`src/rtl/bias_loader_pkg.sv`:
```
// -----------------------------------------------------------------------------
// bias_loader_pkg
// Shared definitions for the bias buffer feeder.
//   K_CHANNELS : bias words packed into one buffer row
//   ACC_WIDTH  : width of one bias word
//   ROW_W      : width of one packed row (lane i at [i*ACC_WIDTH +: ACC_WIDTH])
//   LANE_W     : width of the lane index counter
//   bias_ld_state_e : loader FSM states
// -----------------------------------------------------------------------------
package bias_loader_pkg;

   localparam int K_CHANNELS = 4;
   localparam int ACC_WIDTH  = 32;
   localparam int ROW_W      = K_CHANNELS * ACC_WIDTH;
   localparam int LANE_W     = (K_CHANNELS > 1) ? $clog2(K_CHANNELS) : 1;

   typedef enum logic [1:0] {
      IDLE = 2'd0,
      LOAD = 2'd1,
      DONE = 2'd2
   } bias_ld_state_e;

endpackage

```
`src/rtl/bias_loader.sv`:
```
// -----------------------------------------------------------------------------
// bias_loader
// Accepts a stream of bias words, packs K_CHANNELS consecutive words into one
// row and writes the rows into the bias buffer starting at a base address.
//
// Ports:
//   clk_i, rst_async_n_i       clock (rising edge), async active-low reset
//   start_i, abort_i           job start pulse (IDLE only) / synchronous abort
//   base_addr_i, num_rows_i    job configuration, sampled with start_i
//   s_valid_i/s_ready_o/s_data_i  input word stream
//   loader_wr_en_o/_addr_o/_data_o  row write port to the bias buffer
//   busy_o, done_o, cfg_err_o  status (done_o / cfg_err_o are 1-cycle pulses)
//   rows_written_o             rows fully written in the current/last job
//   state_o                    current FSM state (observation only)
//
// Handshake: a word transfers on a rising edge where s_valid_i and s_ready_o
// are both high; s_ready_o is registered and does not depend on s_valid_i.
// A held word (s_valid_i high, s_ready_o low) must stay stable until taken.
// -----------------------------------------------------------------------------
module bias_loader
   import bias_loader_pkg::*;
#(
   parameter int DEPTH  = 64,
   parameter int ADDR_W = $clog2(DEPTH),
   parameter int CNT_W  = $clog2(DEPTH + 1)
) (
   input  logic                  clk_i,
   input  logic                  rst_async_n_i,
   input  logic                  start_i,
   input  logic                  abort_i,
   input  logic [ADDR_W-1:0]     base_addr_i,
   input  logic [CNT_W-1:0]      num_rows_i,
   input  logic                  s_valid_i,
   output logic                  s_ready_o,
   input  logic [ACC_WIDTH-1:0]  s_data_i,
   output logic                  loader_wr_en_o,
   output logic [ADDR_W-1:0]     loader_wr_addr_o,
   output logic [ROW_W-1:0]      loader_wr_data_o,
   output logic                  busy_o,
   output logic                  done_o,
   output logic                  cfg_err_o,
   output logic [CNT_W-1:0]      rows_written_o,
   output bias_ld_state_e        state_o
);

   localparam int                SPAN_W    = CNT_W + 1;
   localparam logic [LANE_W-1:0] LAST_LANE = LANE_W'(K_CHANNELS - 1);

   bias_ld_state_e      state_q, state_d;
   logic                s_ready_q;
   logic [LANE_W-1:0]   lane_cnt_q;
   logic [ACC_WIDTH-1:0] lane_q [K_CHANNELS];
   logic [ADDR_W-1:0]   base_q;
   logic [CNT_W-1:0]    num_rows_q;
   logic [CNT_W-1:0]    row_cnt_q;
   logic [CNT_W-1:0]    rows_written_q;
   logic                wr_en_q;
   logic [ADDR_W-1:0]   wr_addr_q;
   logic [ROW_W-1:0]    wr_data_q;
   logic                cfg_err_q;

   logic                start_idle;
   logic                zero_rows;
   logic                range_bad;
   logic [SPAN_W-1:0]   span;
   logic                hs;
   logic                lane_last;
   logic                row_last;
   logic [ROW_W-1:0]    row_next;

   assign start_idle = start_i && (state_q == IDLE);
   assign zero_rows  = (num_rows_i == '0);
   // Widened by one bit so base + rows cannot wrap back into range.
   assign span       = SPAN_W'(base_addr_i) + SPAN_W'(num_rows_i);
   assign range_bad  = (span > SPAN_W'(DEPTH));
   // Abort wins over any word offered in the same cycle.
   assign hs         = s_valid_i && s_ready_q && !abort_i;
   assign lane_last  = (lane_cnt_q == LAST_LANE);
   assign row_last   = ((row_cnt_q + CNT_W'(1)) == num_rows_q);

   // Row being completed: stored lanes plus the word arriving now in the top lane.
   always_comb begin
      row_next = '0;
      for (int i = 0; i < K_CHANNELS - 1; i++) begin
         row_next[i*ACC_WIDTH +: ACC_WIDTH] = lane_q[i];
      end
      row_next[(K_CHANNELS-1)*ACC_WIDTH +: ACC_WIDTH] = s_data_i;
   end

   // FSM: state register
   always_ff @(posedge clk_i or negedge rst_async_n_i) begin
      if (!rst_async_n_i) state_q <= IDLE;
      else                state_q <= state_d;
   end

   // FSM: next state
   always_comb begin
      state_d = state_q;
      case (state_q)
         IDLE: begin
            if (start_i) begin
               if (zero_rows)       state_d = DONE;
               else if (!range_bad) state_d = LOAD;
            end
         end
         LOAD: begin
            if (abort_i)                            state_d = IDLE;
            else if (hs && lane_last && row_last)   state_d = DONE;
         end
         DONE:    state_d = IDLE;
         default: state_d = IDLE;
      endcase
   end

   // FSM: outputs
   always_comb begin
      busy_o  = (state_q != IDLE);
      done_o  = (state_q == DONE) && !abort_i;
      state_o = state_q;
   end

   // Datapath: lane packing, row write port, counters
   always_ff @(posedge clk_i or negedge rst_async_n_i) begin
      if (!rst_async_n_i) begin
         s_ready_q      <= 1'b0;
         lane_cnt_q     <= '0;
         for (int i = 0; i < K_CHANNELS; i++) lane_q[i] <= '0;
         base_q         <= '0;
         num_rows_q     <= '0;
         row_cnt_q      <= '0;
         rows_written_q <= '0;
         wr_en_q        <= 1'b0;
         wr_addr_q      <= '0;
         wr_data_q      <= '0;
         cfg_err_q      <= 1'b0;
      end else begin
         wr_en_q   <= hs && lane_last;
         cfg_err_q <= start_idle && !zero_rows && range_bad;

         if (start_idle && zero_rows) begin
            rows_written_q <= '0;
         end else if (start_idle && !range_bad) begin
            base_q         <= base_addr_i;
            num_rows_q     <= num_rows_i;
            lane_cnt_q     <= '0;
            row_cnt_q      <= '0;
            rows_written_q <= '0;
            s_ready_q      <= 1'b1;
         end

         if (abort_i && state_q != IDLE) begin
            // Partial row is dropped; a row already latched still strobes out.
            s_ready_q  <= 1'b0;
            lane_cnt_q <= '0;
         end else if (hs) begin
            lane_q[lane_cnt_q] <= s_data_i;
            if (lane_last) begin
               lane_cnt_q     <= '0;
               wr_data_q      <= row_next;
               wr_addr_q      <= base_q + ADDR_W'(row_cnt_q);
               row_cnt_q      <= row_cnt_q + CNT_W'(1);
               rows_written_q <= rows_written_q + CNT_W'(1);
               if (row_last) s_ready_q <= 1'b0;
            end else begin
               lane_cnt_q <= lane_cnt_q + LANE_W'(1);
            end
         end
      end
   end

   assign s_ready_o        = s_ready_q;
   assign loader_wr_en_o   = wr_en_q;
   assign loader_wr_addr_o = wr_addr_q;
   assign loader_wr_data_o = wr_data_q;
   assign cfg_err_o        = cfg_err_q;
   assign rows_written_o   = rows_written_q;

endmodule

```
`config.mk`:
```
export PLATFORM = sky130hd
export DESIGN_NAME = bias_loader
export DESIGN_NICKNAME = d
export VERILOG_FILES = /design/src/rtl/bias_loader_pkg.sv /design/src/rtl/bias_loader.sv
export SDC_FILE = /design/constraint.sdc
export NUM_CORES = 1
export LEC_CHECK = 0
export ABC_CLOCK_PERIOD_IN_PS = 2200
export CAP_MARGIN = 25
export CORE_MARGIN = 2
export CORE_UTILIZATION = 50
export DETAILED_ROUTE_END_ITERATION = 6
export GPL_ROUTABILITY_DRIVEN = 0
export MAX_ROUTING_LAYER = met4
export PLACE_DENSITY = 0.84
export SLEW_MARGIN = 20
export SYNTH_ARGS = -nofsm -noshare
export SYNTH_HDL_FRONTEND = slang
export SYNTH_SLANG_ARGS = --single-unit
export TNS_END_PERCENT = 100
```
`constraint.sdc`:
```
create_clock -name clk_i -period 2.2 [get_ports clk_i]
set_input_delay 0.44 -clock clk_i [delete_from_list [all_inputs] [get_ports clk_i]]
set_output_delay 0.44 -clock clk_i [all_outputs]
set_load 0.005 [all_outputs]
```
# Word-level counts from Yosys, hierarchy flattened
# Index checks and enable logic that the tools add are counted.
# Widths: inputs -> output; s select.
[totals]
reg_bits = 296
input_bits = 50
[op_classes]
addsub = 5
magnitude_cmp = 3
n_bitwise = 3
eq_ne = 8
n_mux = 30
n_reduce_logical = 24
[ops]
columns = ["operator", "n"]
rows = [
  ["$bwmux 128", 1],
  ["$mux 7", 10],
  ["$demux 32 s2", 1],
  ["$mux 32", 1],
  ["$mux 2", 10],
  ["$add 7x1->7 const B", 2],
  ["$logic_and 1x1->1", 12],
  ["$add 6x7->8", 1],
  ["$gt 8x7->1 const B", 1],
  ["$eq 7x7->1", 1],
  ["$logic_not 7->1", 1],
  ["$add 6x6->6", 1],
  ["$mux 1", 6],
  ["$ne 3x3->1 const B", 2],
  ["$reduce_and 2->1", 3],
  ["$reduce_and 3->1", 2],
  ["$eq 2x2->1 const B", 2],
  ["$pmux 2 s2", 1],
  ["$ge 3x3->1 const B", 1],
  ["$logic_not 1->1", 3],
  ["$lt 3x1->1 const B", 1],
  ["$ne 3x2->1 const B", 1],
  ["$not 2->3", 1],
  ["$reduce_bool 3->1", 1],
  ["other kinds (6)", 7],
]

# Longest topological paths before layout
[depth]
word_depth = 10
ltp_mapped = 11
mapped_depth_nobuf = 10

# Least setup slack after synthesis
# No wires, ideal clock.
[synth_timing]
kind = "input-to-reg"
startpoint = "in base_addr_i[0]"
endpoint = "reg row_cnt_q[5]"
slack_ns = -0.344
stages = 11
t_arrival_ns = 2.417
setup_ns = 0.126
path_cell_list = "ha_1 > inv_1 > fa_1 > nor2b_1 > nor3_1 > xor2_1 > a31oi_1 > o32ai_4 > nand2_4 > buf_6 > a311o_1"
[synth_between]
elab_chain_len = 9
[synth_rtl]
columns = ["element", "line_no", "text"]
rows = [
  ["from (decl)", "bias_loader.sv:31", "input logic [ADDR_W-1:0] base_addr_i,"],
  ["$add 6x7->8 (*)", "bias_loader.sv:74", "assign span = SPAN_W'(base_addr_i) + SPAN_W'(num_rows_i);"],
  ["$gt 8x7->1 (*)", "bias_loader.sv:75", "assign range_bad = (span > SPAN_W'(DEPTH));"],
  ["$logic_not 1->1 (*)", "bias_loader.sv:142", "end else if (start_idle && !range_bad) begin"],
  ["$logic_and 1x1->1 (*)", "bias_loader.sv:142", ""],
  ["$mux 7 (*)", "bias_loader.sv:142", ""],
  ["$mux 7 (*)", "bias_loader.sv:140", "if (start_idle && zero_rows) begin"],
  ["$mux 7", "bias_loader.sv:157", "if (lane_last) begin"],
  ["$mux 7", "bias_loader.sv:155", "end else if (hs) begin"],
  ["$mux 7 (*)", "bias_loader.sv:151", "if (abort_i && state_q != IDLE) begin"],
  ["to (signal assigned)", "bias_loader.sv:161", "row_cnt_q <= row_cnt_q + CNT_W'(1);"],
  ["to (decl)", "bias_loader.sv:55", "logic [CNT_W-1:0] row_cnt_q;"],
]
# Mark *: on every way between the ends. The rest lies on a longest branch, timed or not.
# A chain may end at the register's enable or synchronous reset.

# Final worst setup path
[layout_timing]
startpoint = "in num_rows_i[5]"
endpoint = "reg num_rows_q[2]"
[layout_between]
elab_chain_len = 5
word_cells_on_any_way = 8
[layout_rtl]
columns = ["element", "line_no", "text"]
rows = [
  ["from (decl)", "bias_loader.sv:32", "input logic [CNT_W-1:0] num_rows_i,"],
  ["$add 6x7->8", "bias_loader.sv:74", ""],
  ["$gt 8x7->1", "bias_loader.sv:75", ""],
  ["$logic_not 1->1", "bias_loader.sv:142", ""],
  ["$logic_and 1x1->1", "bias_loader.sv:142", ""],
  ["$reduce_and 2->1 (no line) (*)", "n/a", ""],
  ["to (signal assigned)", "bias_loader.sv:144", "num_rows_q <= num_rows_i;"],
  ["to (decl)", "bias_loader.sv:54", "logic [CNT_W-1:0] num_rows_q;"],
]
# Marked as above.

==> run summary <==
Post-Layout Cell Count -> 1505
Final Critical Period -> 2170 ps
Max Slew Vio Count -> 0
Power density over the cells -> 1120 nW/um^2
Mean Syn Cell Area -> 10.9 um^2
Vias -> 7841
Worst setup slack after layout -> 33.1 ps
Most frequent cells in the layout -> 407 x nand2_1, 264 x dfrtp_1, 185 x clkdlybuf4s50_1
Critical Path Source -> num_rows_i[5]
Clock Latency Late Sink -> 540 ps
Layout area overhead -> 35.1%
Final wirelength -> 26300 um
Io pins -> 198
Clk root buf -> clkbuf_16
Core Rows -> 53
Cells after Synth -> 983
Mux cell area share after synthesis -> 0.116
R2R Path Start -> row_cnt_q[0]$_DFF_PN0_
Setup Skew -> 7.81 ps
Hold slack -> 169 ps
Final Cycle Share -> 0.985
CTS tree -> built
Detailed placement HPWL -> 17000 um
Startpoint types -> primary input
Setup violations, final -> 0
Starting density of the core -> 0.509
R2R cell count -> 9
Placeable Area -> 21000 um^2
Worst-margin pin slew -> 632 ps
IO Port Bufs -> 197
Sum of negative setup slack -> 0 ps
HP Class -> primary input to register
Overflow after GRT -> 0
Hold depth -> 2
Mapped Area -> 10700 um^2
Register bit count reported by yosys -> 264
RSZ-0062 raised after global routing -> true
Share of layout cells above drive strength 1 -> 0.197
Clk sinks -> 264
Crit Path Category -> primary input to register
Nets@finish -> 1279
Initial DRC count -> 491
1st-pass router iterations -> 5
Total GRT Usage -> 0.244
Multi-input gate area -> 4040 um^2
Post-DRT Antenna Nets -> 0
Synth Area in Adders -> 0.0236
Max Root-Sink Buffers -> 3
Inst Count DP -> 1452
Asr flop ratio synth -> 1.00
Max VDD drop -> 0.000740 V
Combinational family with the most area after synthesis -> simple AND/OR/NAND/NOR gates
Proportion of synthesized chip area in sequential cells -> 0.618
Global-route wire length before repair -> 42600 um
Synth Area in XOR/XNOR -> 0.0172
Worst hold start -> base_addr_i[0]
Worst Path Required -> 2620 ps
Final hold vios -> 0
Most used DFF post-synth -> dfrtp_1
Pre-CTS setup slack -> -1000 ps
Status -> finished, final reports clean
Fmax -> 461 MHz
Synth warnings -> 0
Post-synth EDFFs -> 0
ANT cells -> 0
Syn_nets -> 1052
Clock-pin slew on the worst setup and hold paths -> 60 ps
CTS H-tree depth -> 1
CTS Buf Count -> 27
Worst Setup End Kind -> register
FF+latch area -> 6610 um^2
Leakage -> 7.15 nW
Final Power -> 0.0162 W
Synth Area in Compound Gates -> 0.0313
Most common cell after layout, fill and taps aside -> nand2_1
Worst-path maximum fanout -> 11
DR DRC count -> 0
Filler instances -> 1449
Die Ht -> 150 um
Die W -> 150 um
MaxCap Viol Count -> 0
Largest net degree at the start of global routing -> 82
Synth cell types -> 43
Vias per cell -> 5.21
Antenna violations before repair -> 0
Die area -> 22600 um^2
Vias in the first global route -> 8200
Max-slew headroom -> 0.579
Wire length per cell -> 17.5 um
WP data arrival -> 2580 ps
Synth Area in Simple Gates -> 0.172
[repair_timing]
item	CTS	global route
gates resized for setup	33	15
endpoints found under the setup margin	33	31
cloned	1	0
setup buffers	2	0
hold endpoints to repair	68	0
pin swaps	11	8
hold buffers	1	0
[routing by layer]
| layer | part of all wire | GRT usage |
|---|---|---|
| met4 | 0.026 | 0.0750 |
| met2 | 0.51 | 0.404 |
| met1 | 0.41 | 0.303 |
| met5 | 0 | - |
| met3 | 0.061 | 0.0524 |
[critical path, cell delays in order]
cell             delay, ps
clkdlybuf4s50_1        490
or4_1                  520
nor4_1                 270
buf_4                  180
nor2_1                 110
nand2_4                190
mux2_2                 370
[cells by family after synthesis]
family | count (synthesis)
and+or+nand+nor | 466
DFF | 264
adders and majority gates | 19
AOI/OAI and AO/OA | 44
muxes | 110
buffers and inverters | 59
xor gates and xnor gates | 21
[power by group]
part,switching (W),internal [W]
combinational,0.00156,0.00251
sequential,0.000925,0.00646
clock,0.00192,0.00284
[path summary, 6_finish.rpt]
check                                              endpoint  slack [ps]
max                               num_rows_q[2]$_DFFE_PN0P_          30
min                                   base_q[0]$_DFFE_PN0P_         170
max reg2reg                          state_o[1]$_DFFE_PN0P_         220
min reg2reg                loader_wr_data_o[34]$_DFFE_PN0P_         460
max in group asynchronous  loader_wr_data_o[17]$_DFFE_PN0P_        1040
min in group asynchronous  loader_wr_data_o[78]$_DFFE_PN0P_         500
[cell type report]
class,count,area share
Multi-Input combinational cell,661,0.280
Clock buffer,33,0.0504
Tap cell,275,0.0238
Inverter,13,0.00355
Sequential cell,264,0.457
Clock inverter,16,0.0139
Timing Repair Buffer,243,0.171
[metrics by stage]
step | util | area [um^2]
3_3_place_gp | 0.637 | 13400
5_1_grt | 0.687 | 14400
6_report | 0.687 | 14400
4_1_cts | 0.686 | 14400
3_5_place_dp | 0.637 | 13400
2_1_floorplan | - | 10800
[cell usage after synthesis, drive strengths merged, types with 3 or more instances]
master / n / area (um^2)
ha: 17 / 213
nor3: 7 / 35.0
clkbuf: 33 / 124
xor2: 10 / 87.6
nor2: 20 / 75.1
a21o: 5 / 37.5
nor4: 3 / 18.8
dfrtp: 264 / 6610
mux2: 109 / 1230
nand2: 412 / 1550
a21oi: 10 / 50.1
and3: 5 / 31.3
o21ai: 9 / 45.0
a31o: 4 / 35.0
a311o: 3 / 30.0
nand4: 4 / 25.0
inv: 13 / 48.8
buf: 13 / 71.3
xnor2: 11 / 96.3
[registers in the layout (all words and copies together), names as in the netlist]
name	flops
base_q	6
cfg_err_o	1
lane_cnt_q	2
lane_q	96
loader_wr_addr_o	6
loader_wr_data_o	128
loader_wr_en_o	1
num_rows_q	7
row_cnt_q	7
rows_written_o	7
s_ready_o	1
state_o	2
Power figures use the tool's default switching activity.
==> edit 1 (config.mk and constraints unchanged) <==
`ACC_WIDTH`: 32 -> 48.
--- a/src/rtl/bias_loader_pkg.sv
+++ b/src/rtl/bias_loader_pkg.sv
@@ -12,3 +12,3 @@
    localparam int K_CHANNELS = 4;
-   localparam int ACC_WIDTH  = 32;
+   localparam int ACC_WIDTH  = 48;
    localparam int ROW_W      = K_CHANNELS * ACC_WIDTH;
Ports: changed (resized loader_wr_data_o and s_data_i); port bits go from 198 to 278. No check against the original RTL was run, so the function may have changed too.
==> edit 1 against the original RTL <==
  * Cell area grew 40%
  * Global-route usage grew 1.5 points
  * Total power grew 40%
  * Sequential cell count grew 112
  * Routed wire length grew 47%
  * First-iteration DRC count grew 11%
  * Area after synthesis grew 39%
  * Setup slack lost 220 ps
  * Highest routed layer unchanged
  * Synthesized cell count grew 38%
  * The run now ends with setup timing left
==> edit 1: results (changes against the original RTL) <==
clock_tree:
  clock_latency_ps: 520  # was 540 ps
  clock_tree.htree_level_count: 2  # was 1
  cts_inserted_buffers: 38  # was 27
sta:
  hold-worst-slack_ps: 215.1  # was 168.6 ps
  worst_pin_slew_ps: 594.1  # was 632.1 ps
  final.setup.worst_slack_ps: -186.4  # was 33.06 ps
  final-setup-viol-count: 31  # was 0
synth:
  synth.lib_cells_used.distinct: 47  # was 43
  synth.top_cells.by_count: "605 x nand2_1, 376 x dfrtp_1, 149 x mux2_2, 61 x clkbuf_1, 17 x ha_1"  # was 411 x nand2_1, 264 x dfrtp_1, 109 x mux2_2, 33 x clkbuf_1, 20 x nor2_1
  nets_in_the_synthesized_netlist: 1443  # was 1,052
  synth_compound_area_frac: 0.02374  # was 0.03135
power:
  p_clk_w: 0.00665  # was 0.00475 W
  p_comb_w: 0.00561  # was 0.00407 W
  p_leak_nw: 10.12  # was 7.152 nW
global_route:
  met3_usage: 0.05771  # was 0.05242
  wire_length_of_the_first_global_routing_pass_mm: 62.12  # was 42.64 mm
  global_route.usage.met2: 0.4353  # was 0.4039
  via_count_of_the_first_global_routing_pass: 11833  # was 8,200
run_status:
  run_status: "complete, but fails checks"  # was finished, final reports clean
  violations: "setup timing"
routing:
  drt_pass1_iterations: 7  # was 5
  ratio_of_routed_vias_to_standard_cells: 5.286  # was 5.210
  routedWlPerCell_microns: 18.38  # was 17.49 microns
  drt_iter0_drc: 547  # was 491
critical_path:
  crit_fanout: 5  # was 11
  cp-endpoint: "num_rows_q[6]"  # was num_rows_q[2]
  startpoint: "base_addr_i[1]"  # was num_rows_i[5]
  worst_r2r_path_depth: 7  # was 9
  cp.arrival_ps: 2780  # was 2580 ps
layout:
  post_route_cells_drive_above_1_share: 0.1926  # was 0.1967
  largest_register_ffs: 192  # was 128
  n_fill_cell: 1993  # was 1,449
edit 1: worst max-delay path, delay by kind of cell:
| kind | cells | cell delay (ps) |
|---|---|---|
| AO/OA/AOI/OAI | 3 | 660 |
| adder cells (fa/ha/maj) | 1 | 220 |
| buffers and inverters | 2 | 260 |
| multiplexers | 1 | 330 |
| AND/OR/NAND/NOR | 3 | 880 |
edit 1: worst min path at each step:
| stage | start | end | cells after the start |
|---|---|---|---|
| after floorplan | rst_async_n_i | base_q[0] | 0 |
| after global placement | lane_q[171] | loader_wr_data_o[27] | 2 |
| after detailed placement | lane_q[80] | loader_wr_data_o[128] | 2 |
| after CTS | base_addr_i[0] | base_q[0] | 2 |
| after global routing | base_addr_i[0] | base_q[0] | 2 |
| final | base_addr_i[0] | base_q[0] | 2 |
edit 1: area by class of cell:
cell class / instances / area share
sequential: 376 / 0.4640
multi-input combinational: 902 / 0.2611
timing repair buffer: 352 / 0.1839
clock buffer: 49 / 0.05196
tap: 390 / 0.02407
clock inverter: 19 / 0.01179
inverter: 15 / 0.003024
antenna: 1 / 0.0001234
edit 1: metrics by stage:
| step | instance area, sq um | util | worst slack (ps) | cells | TNS [ps] |
|---|---|---|---|---|---|
| 2_1_floorplan | 14900 | - | -542.0 | 1358 | -11980 |
| 3_3_place_gp | 18840 | 0.6391 | -1092 | 2029 | -32860 |
| 3_5_place_dp | 18840 | 0.6391 | -1166 | 2029 | -35580 |
| 4_1_cts | 20220 | 0.6859 | -141.5 | 2100 | -2662 |
| 5_1_grt | 20280 | 0.6878 | -238.6 | 2104 | -5739 |
| 6_report | 20280 | 0.6878 | -186.4 | 2104 | -3900 |
==> edit 2 (same settings) <==
Without the edit above. Register the output `cfg_err_o` once more, without a reset; this adds one clock of latency there. The other outputs are not delayed to match. Comments in the files are not updated.
--- a/src/rtl/bias_loader.sv
+++ b/src/rtl/bias_loader.sv
@@ -174,3 +174,5 @@
    assign loader_wr_data_o = wr_data_q;
-   assign cfg_err_o        = cfg_err_q;
+   always_ff @(posedge clk_i) begin
+      cfg_err_o <= cfg_err_q;
+   end
    assign rows_written_o   = rows_written_q;
Behaviour: not the same (a bounded check fails within 4 cycles, from zero or initial values and one cycle with rst_async_n_i low).
==> edit 2 against the original RTL <==
  * Routed wire length rose by 0.97%
  * Area after synthesis rose by 0.19%
  * Sequential share of layout area rose by 0.12 points
  * Critical path type unchanged
  * Via count rose by 1.2%
  * Fmax rose by 1.1%
  * Largest cell class unchanged
  * Sequential cell count rose by 1
  * Largest power group unchanged
  * Critical path depth rose by 4
  * Setup slack improved by 23 ps
  * Cell area barely moved
  * Global-route usage rose by 0.12 points
  * Synthesized cell count rose by 0.10%
  * Die area rose by 0.19%
  * Total power fell by 0.79%
==> edit 2: results (changes against the original RTL) <==
place:
  port_buffers: 197  # unchanged
  placement.cell_area_sq_um: 13380  # about the same
  placedCellCount: 1454  # was 1,452
  detailedPlace.worstSlack_ps: -937.8  # was -1002 ps
  detailed_place_hpwl_mm: 16.93  # was 17.03 mm
routing:
  num_vias: 7935  # was 7,841
  drt_iter0_drc: 439  # was 491
  wl_mm: 26.58  # was 26.32 mm
  routedWlPerCell_microns: 17.64  # was 17.49 microns
  drt_pass1_iterations: 4  # was 5
global_route:
  via_count_of_the_first_global_routing_pass: 8217  # was 8,200
  maximum_number_of_pins_on_one_net_before_global_route_repair: 67  # was 82
  grt_util_all_layers: 0.2454  # was 0.2442
  wire_length_of_the_first_global_routing_pass_mm: 42.73  # was 42.64 mm
clock_tree:
  clock_tree.htree_level_count: 1  # unchanged
  clock_latency_ps: 520  # was 540 ps
  cts_inserted_buffers: 26  # was 27
  worst_setup_hold_path_clk_slew_ps: 60  # about the same
  cts.root.buffer_cell: "clkbuf_16"  # unchanged
layout:
  multi_input_cells: 662  # was 661
  post_route_cells_drive_above_1_share: 0.2021  # was 0.1967
  clock_area_frac: 0.06196  # was 0.06426
  inv_count: 13  # unchanged
  register_area_sq_um: 6629  # was 6606 sq um
  n_fill_cell: 1459  # was 1,449
  buffers_excl_clock: 245  # was 243
  area_delta_synth_final_pct: 34.91  # was 35.05%
  n_sequential_cell: 265  # was 264
  antenna-diode-count: 0  # unchanged
  layout.nonclk_buf_frac: 0.1713  # was 0.1715
  final_design_area_no_fill_sq_um: 14460  # was 14,450 sq um
  clkbuf_count: 33  # unchanged
  largest_register_ffs: 128  # unchanged
  finalNetCount: 1282  # was 1,279
  multi_input_area_share: 0.2809  # was 0.2796
synth:
  dominantRegCellSynth: "dfrtp_1"  # unchanged
  ys_async_sr_fraction: 0.9962  # was 1.000
  yosys-top-cells-area: "dfrtp_1 62%, nand2_1 14%, mux2_2 11%"  # unchanged
  synth.lib_cells_used.distinct: 44  # was 43
  post_syn_instances: 984  # was 983
  nets_in_the_synthesized_netlist: 1053  # was 1,052
  share_of_the_yosys_chip_area_belonging_to_registers: 0.6183  # was 0.6175
power:
  p_leak_nw: 7.196  # was 7.152 nW
  power.ir.vdd_worst_mv: 0.7872  # was 0.7399 mV
sta:
  worst_pin_slew_ps: 509.7  # was 632.1 ps
  finalClockSkew_ps: 11.95  # was 7.808 ps
critical_path:
  crit_fanout: 6  # was 11
  cp.arrival_ps: 2540  # was 2580 ps
  worst_r2r_path_depth: 9  # unchanged
run_status:
  run_status: "finished, final reports clean"  # unchanged
worst_hold_path:
  holdPathStages: 2  # unchanged
-- edit 2: cell count changes after synthesis --
cell	before	now
dfxtp_1	0	1
-- edit 2: worst max-delay path, cell delays in order --
cell and delay, ps:
clkdlybuf4s15_1 220, ha_4 260, a21o_1 200, a31oi_4 210, and2_4 200, a211oi_4 60
o32ai_4 310, buf_12 170, buf_8 110, o2111a_2 270, a21oi_1 60
-- edit 2: logic make-up after synthesis --
logic type | count (synthesis) | share of synthesized area
fa+ha+maj | 19 | 0.02358
buf+inv | 59 | 0.02276
compound gates | 44 | 0.03129
simple gates | 466 | 0.1715
mux | 110 | 0.1155
flops | 265 | 0.6183
xor+xnor | 21 | 0.01716
-- edit 2: what timing repair did --
| item | CTS | global route |
|---|---|---|
| hold buffers | 1 | 0 |
| cloned | 2 | 0 |
| endpoints found under the setup margin | 33 | 33 |
| setup buffers | 1 | 2 |
| hold endpoints to repair | 53 | 0 |
| pin swaps | 10 | 10 |
| gates resized for setup | 36 | 20 |
-- edit 2: metal layers --
layer  up-vias  routed length [microns]  GRT usage
met5         -                        0          -
met1      3996                    10940     0.3128
met4         0                      682    0.06934
met3        55                     1812    0.05515
li1       3646                        -          -
met2       238                    13140     0.3977
-- edit 2: where the power goes --
part / switching, W / internal [W] / total (W)
Combinational: 0.00160 / 0.00252 / 0.00412
Clock: 0.00185 / 0.00272 / 0.00458
Sequential: 0.000901 / 0.00648 / 0.00738
-- edit 2: final timing paths --
check	from	end	slack (ps)
max	base_addr_i[4]	rows_written_o[6]	60
max reg2reg	row_cnt_q[0]	state_o[1]	120
min reg2reg	cfg_err_q	cfg_err_o	350
min	base_addr_i[0]	base_q[0]	210
min in group asynchronous	rst_async_n_i	loader_wr_data_o[113]	440
max in group asynchronous	rst_async_n_i	state_o[1]	1010
